--- src/rtl/lif_neuron_core.sv ---
// Leaky integrate-and-fire neuron: LANES weighted synapses per beat, saturating lane accumulators.
// Optional per-beat leak is compiled in with `define NEURON_LEAK_EN.

module lif_lane #(
    parameter int BW   = 16,
    parameter int LEAK = 0
) (
    input  logic          clk,
    input  logic          rst,
    input  logic          clr,
    input  logic          en,
    input  logic          syn,
    input  logic [BW-1:0] w,
    output logic [BW-1:0] acc
);
    logic [BW-1:0] base;
    logic [BW:0]   sum;
    logic [BW-1:0] nxt;

`ifdef NEURON_LEAK_EN
    localparam logic [BW-1:0] LEAK_W = BW'(LEAK);
    // Leak floors at zero before the new contribution is added.
    assign base = (acc > LEAK_W) ? acc - LEAK_W : '0;
`else
    assign base = acc;
`endif

    always_comb begin
        sum = {1'b0, base} + (syn ? {1'b0, w} : '0);
        nxt = sum[BW] ? '1 : sum[BW-1:0];
    end

    always_ff @(posedge clk or negedge rst) begin
        if (!rst)     acc <= '0;
        else if (clr) acc <= '0;
        else if (en)  acc <= nxt;
    end
endmodule

module lif_neuron_core #(
    parameter int BW    = 16,
    parameter int LANES = 4,
    parameter int NIN   = 784,
    parameter int LEAK  = 0,
    localparam int CW   = $clog2(NIN + 1),
    localparam int TW   = BW + $clog2(LANES)
) (
    input  logic                clk,
    input  logic                rst,
    input  logic                start,
    input  logic [BW-1:0]       vth,
    input  logic                in_valid,
    output logic                in_ready,
    input  logic [LANES*BW-1:0] in_weight,
    input  logic [LANES-1:0]    in_syn,
    output logic                spk_valid,
    input  logic                spk_ready,
    output logic                spk_fire,
    output logic [CW-1:0]       spk_count,
    output logic [TW-1:0]       vmem,
    output logic                busy
);
    typedef enum logic [1:0] {IDLE, INTEG, REPORT} state_t;

    state_t                     state, state_nxt;
    logic [CW-1:0]              cnt;
    logic [BW-1:0]              vth_q;
    logic                       fire_q;
    logic [LANES-1:0][BW-1:0]   acc;
    logic [TW-1:0]              total;
    logic                       fire_now, done_now, beat, clr, take_start;

    always_comb begin
        total = '0;
        for (int i = 0; i < LANES; i++) total = total + TW'(acc[i]);
    end

    // Exit decisions use registered totals, so they trail the deciding beat by one cycle.
    assign fire_now   = total > TW'(vth_q);
    assign done_now   = cnt == CW'(NIN);
    assign take_start = (state == IDLE) && start;
    assign beat       = in_valid && in_ready;
    // A fired result clears on handshake; a non-fired one stays visible for inspection.
    assign clr        = take_start || ((state == REPORT) && spk_ready && fire_q);

    for (genvar g = 0; g < LANES; g++) begin : g_lane
        lif_lane #(.BW(BW), .LEAK(LEAK)) u_lane (
            .clk (clk),
            .rst (rst),
            .clr (clr),
            .en  (beat),
            .syn (in_syn[g]),
            .w   (in_weight[g*BW +: BW]),
            .acc (acc[g])
        );
    end

    always_ff @(posedge clk or negedge rst) begin
        if (!rst) state <= IDLE;
        else      state <= state_nxt;
    end

    always_comb begin
        state_nxt = state;
        case (state)
            IDLE:    if (start) state_nxt = INTEG;
            INTEG:   if (fire_now || done_now) state_nxt = REPORT;
            REPORT:  if (spk_ready) state_nxt = IDLE;
            default: state_nxt = IDLE;
        endcase
    end

    always_comb begin
        in_ready  = (state == INTEG) && !fire_now && !done_now;
        spk_valid = state == REPORT;
        spk_fire  = (state == REPORT) && fire_q;
        busy      = state != IDLE;
    end

    always_ff @(posedge clk or negedge rst) begin
        if (!rst) begin
            cnt    <= '0;
            vth_q  <= '0;
            fire_q <= 1'b0;
        end else begin
            if (take_start) begin
                cnt    <= '0;
                vth_q  <= vth;
                fire_q <= 1'b0;
            end else if (beat) begin
                cnt <= cnt + CW'(LANES);
            end
            if ((state == INTEG) && (fire_now || done_now)) fire_q <= fire_now;
        end
    end

    assign spk_count = cnt;
    assign vmem      = total;
endmodule

--- config.mk ---
export PLATFORM = sky130hd
export DESIGN_NAME = lif_neuron_core
export DESIGN_NICKNAME = d
export VERILOG_FILES = /design/src/rtl/lif_neuron_core.sv
export SDC_FILE = /design/constraint.sdc
export NUM_CORES = 1
export LEC_CHECK = 0
export ABC_AREA = 1
export CAP_MARGIN = 20
export CELL_PAD_IN_SITES_DETAIL_PLACEMENT = 2
export CELL_PAD_IN_SITES_GLOBAL_PLACEMENT = 2
export CORE_ASPECT_RATIO = 1.25
export CORE_MARGIN = 5
export CORE_UTILIZATION = 32
export CTS_BUF_LIST = sky130_fd_sc_hd__clkbuf_16
export CTS_CLUSTER_SIZE = 25
export DETAILED_ROUTE_END_ITERATION = 10
export PLACE_DENSITY_LB_ADDON = 0.1
export RECOVER_POWER = 25
export SKIP_LAST_GASP = 1
export SLEW_MARGIN = 20
export SYNTH_ARGS = -nofsm -noshare
export SYNTH_HDL_FRONTEND = slang
export SYNTH_SLANG_ARGS = --single-unit
--- constraint.sdc ---
create_clock -name clk -period 5.5 [get_ports clk]
set_clock_uncertainty 0.15 [all_clocks]
set_input_delay 0.825 -clock clk [delete_from_list [all_inputs] [get_ports clk]]
set_output_delay 0.825 -clock clk [all_outputs]
set_load 0.05 [all_outputs]
==> results.cfg <==
[setup_path]
cp_slowest_stage_delay_ns = 0.50
crit_arrival_ns = 4.36
setup.worst_path.end_class = output port
path_class = flip-flop to output port
path_delay_family = adder cells
cp.required_ns = 4.53
path_buf_inv = 5
r2r_cells = 26
worstReg2RegStart = g_lane[2].u_lane.acc[1]
worst_setup_path_start_kind = flip-flop
timing.rr.end = g_lane[0].u_lane.acc[3]
rrSetupSlack_ns = 0.62
worstPathMaxFanout = 5
crit_slowest_cell = fa_1
crit_chain = inv_2 -> fa_1 -> fa_1 -> inv_1 -> ha_1 -> fa_2 -> nand3_2 -> nand2_2 -> nand2_2 -> nand2_4 -> a21oi_4 -> buf_4 -> xnor2_2 -> ha_1 -> a21oi_2 -> o21a_1 -> nand2_1 -> nand2_1 -> nand2_1 -> nand2_2 -> nand4_4 -> inv_2 -> buf_12

[hold_path]
min-delay-start = fire_q
whs_path_depth = 2
min_to = fire_q
hp-class = flip-flop to flip-flop

[yosys]
syn-instance-count = 1407
synth_top_family_by_area = simple AND/OR/NAND/NOR gates
yosysSeqAreaShare_pct = 23.6
synth-compound-area-share_pct = 10.2
synthXorXnorAreaFrac_pct = 4.63
synth.avg_cell_area_sq_um = 6.86
netlist_area_sq_um = 9650
synth_cell_type_count = 40
synth_mux_area_share_pct = 0
yosys.area_share.simple_pct = 29.8
yosys_warnings = 0
synth_seq_cells = 91
synth_adder_area_share_pct = 20.3

[status]
status = finished, violations left
violations = capacitance limit, slew limit

[clock_network]
cts_max_level = 3
root_buffer = clkbuf_16
cts_tree = done
clkLatencyLatePin_ns = 0.36
cts_hold_buf = 0
cts_sinks = 91
clkTransAtPathRegs_ns = 0.07
cts_buffer_depth = 2
cts_buffers = 9

[die]
die_h_microns = 204
die-area_sq_um = 33800
fp.coreArea_sq_um = 29900
rows = 71
chipWidth_microns = 165
initial_utilization_pct = 32.2
io-pin-count = 121

[drt]
drt_first_pass_iters = 4
postRouteAntennaNets = 0
first_iter_violations = 311
num_vias = 9578
drc_errors = 0
routed_wl_microns = 35400
avgViaCountPerCell = 4.98
avgRoutedWirePerCell_microns = 18.4

[sta]
hold_viol_final = 0
relSlewSlack_pct = -133
fin_crit_ns = 5.34
fin_crit_sh_pct = 97.0
max_freq_mhz = 187
slew_viol_final = 59
final.setup.tns_ns = 0
max_slew.worst_pin.slew_ns = 3.49
setup_viol_count_final = 0

[final_layout]
final_nets = 1743
final_cell_area_sq_um = 11800
fillers = 3613
final_common_cell = nand2_1
area_growth_pct = 22.2
drive_gt1_share_pct = 6.04
antennaDiodeCount = 0
mostFrequentLayoutCells = 425 x nand2_1, 234 x inv_1, 145 x nand3_1

[place]
place_hpwl_microns = 28800
portBuffers = 118
gp_congestion = 0.856
placed_cell_area_sq_um = 11300

[grt]
antenna_found_initial = 0
grt_pass1_wl_microns = 56700
track_usage_pct = 21.2
gr-total-overflow = 0
grt_max_degree = 73
grt_pass1_vias = 10600

[power]
p_leak_nw = 6.56
ir_drop_v = 0.000472
pwr_density_cell_nw_per_um2 = 668

[flow_run]
max-cap-violations = 1
final cells by class:
class,count,area (sq um),area share [%]
multi-input combinational,1038,6470,54.9
sequential,91,2280,19.3
timing repair buffer,139,1370,11.6
inverter,240,901,7.64
tap,401,502,4.25
clock buffer,9,225,1.91
clock inverter,6,48.8,0.414
sequential cells by signal (all words and copies together), names as in the netlist:
| register | count |
|---|---|
| fire_q | 1 |
| g_lane.u_lane.acc | 64 |
| spk_count | 8 |
| state | 2 |
| vth_q | 16 |
metal layers:
layer | up-vias | global-route usage [%] | part of all wire [%] | wire [microns]
met5 | - | 0 | 0 | 0
met2 | 90 | 42.3 | 56 | 20000
met3 | 17 | 1.94 | 1.8 | 654
met4 | 0 | 3.71 | 0.96 | 339
met1 | 4791 | 24.3 | 41 | 14500
li1 | 4680 | - | - | -
power breakdown:
group	internal (W)	switching [W]	leakage, nW
Sequential	0.000916	0.000266	1.22
Clock	0.000343	0.000289	0.137
Combinational	0.00211	0.00395	5.20
Total	0.00337	0.00451	6.56
cells by family (layout without fill, tap and decap cells):
group / Yosys count / count (layout)
xor gates and xnor gates: 51 / 51
and+or+nand+nor: 680 / 680
buffers and inverters: 279 / 394
other: 1 / 2
adders and majority gates: 135 / 135
DFF: 91 / 91
AOI/OAI and AO/OA: 170 / 170
worst min-delay path: stages, from the launching register on:
cell     delay (ns)
dfrtp_1        0.35
nand3_1        0.07
nand2_1        0.06
worst max path at each step:
stage | start | end | slack, ns | cells after the start
finish | g_lane[2].u_lane.acc[1] | in_ready | 0.16 | 23
global route | g_lane[2].u_lane.acc[1] | in_ready | -0.02 | 23
CTS | g_lane[1].u_lane.acc[7] | in_ready | 0.03 | 21
detailed placement | g_lane[1].u_lane.acc[1] | in_ready | 0.06 | 23
global placement | g_lane[1].u_lane.acc[1] | in_ready | 0.21 | 23
floorplan | g_lane[1].u_lane.acc[1] | in_ready | 0.007 | 23
metrics by stage:
step / worst slack, ns / std cells / util, % / power (W) / hold WS [ns]
global route: -0.0217 / 1924 / 39.4 / 0.00859 / 0.404
detailed placement: 0.0613 / 1895 / 37.6 / 0.00703 / 0.344
floorplan: 0.00706 / 1408 / - / 0.00510 / 0.305
CTS: 0.0263 / 1913 / 38.7 / 0.00775 / 0.359
finish: 0.163 / 1924 / 39.4 / 0.00788 / 0.357
global placement: 0.210 / 1895 / 37.6 / 0.00681 / 0.337
synth_stat cells (all sizes together):
cell type  count  area [sq um]
nand3        147           741
nand4         10          83.8
ha            99          1240
nand3b        10          75.1
inv          240           901
a21boi         8          60.1
o2111a         4          45.0
nor4           1          6.26
a21oi         72           364
nand2        432          1620
o21a           1          7.51
o21bai         8          60.1
xor2          31           272
nor2          63           255
nor3           8          40.0
conb           1          3.75
buf           27           153
o21ai         51           255
fa            36           721
clkbuf        12          45.0
a221oi         4          35.0
o31ai          2          15.0
a21o          12          90.1
or2            8          50.1
a31oi          6          37.5
and2           1          6.26
dfrtp         91          2280
xnor2         20           175
a31o           2          17.5
what timing repair did:
| item | 4_1_cts | 5_1_grt |
|---|---|---|
| resized for setup | 12 | 28 |
| setup endpoints to repair | 2 | 1 |
| setup buffers | 3 | 11 |
| pin swaps | 1 | 15 |
Power figures use the tool's default switching activity.
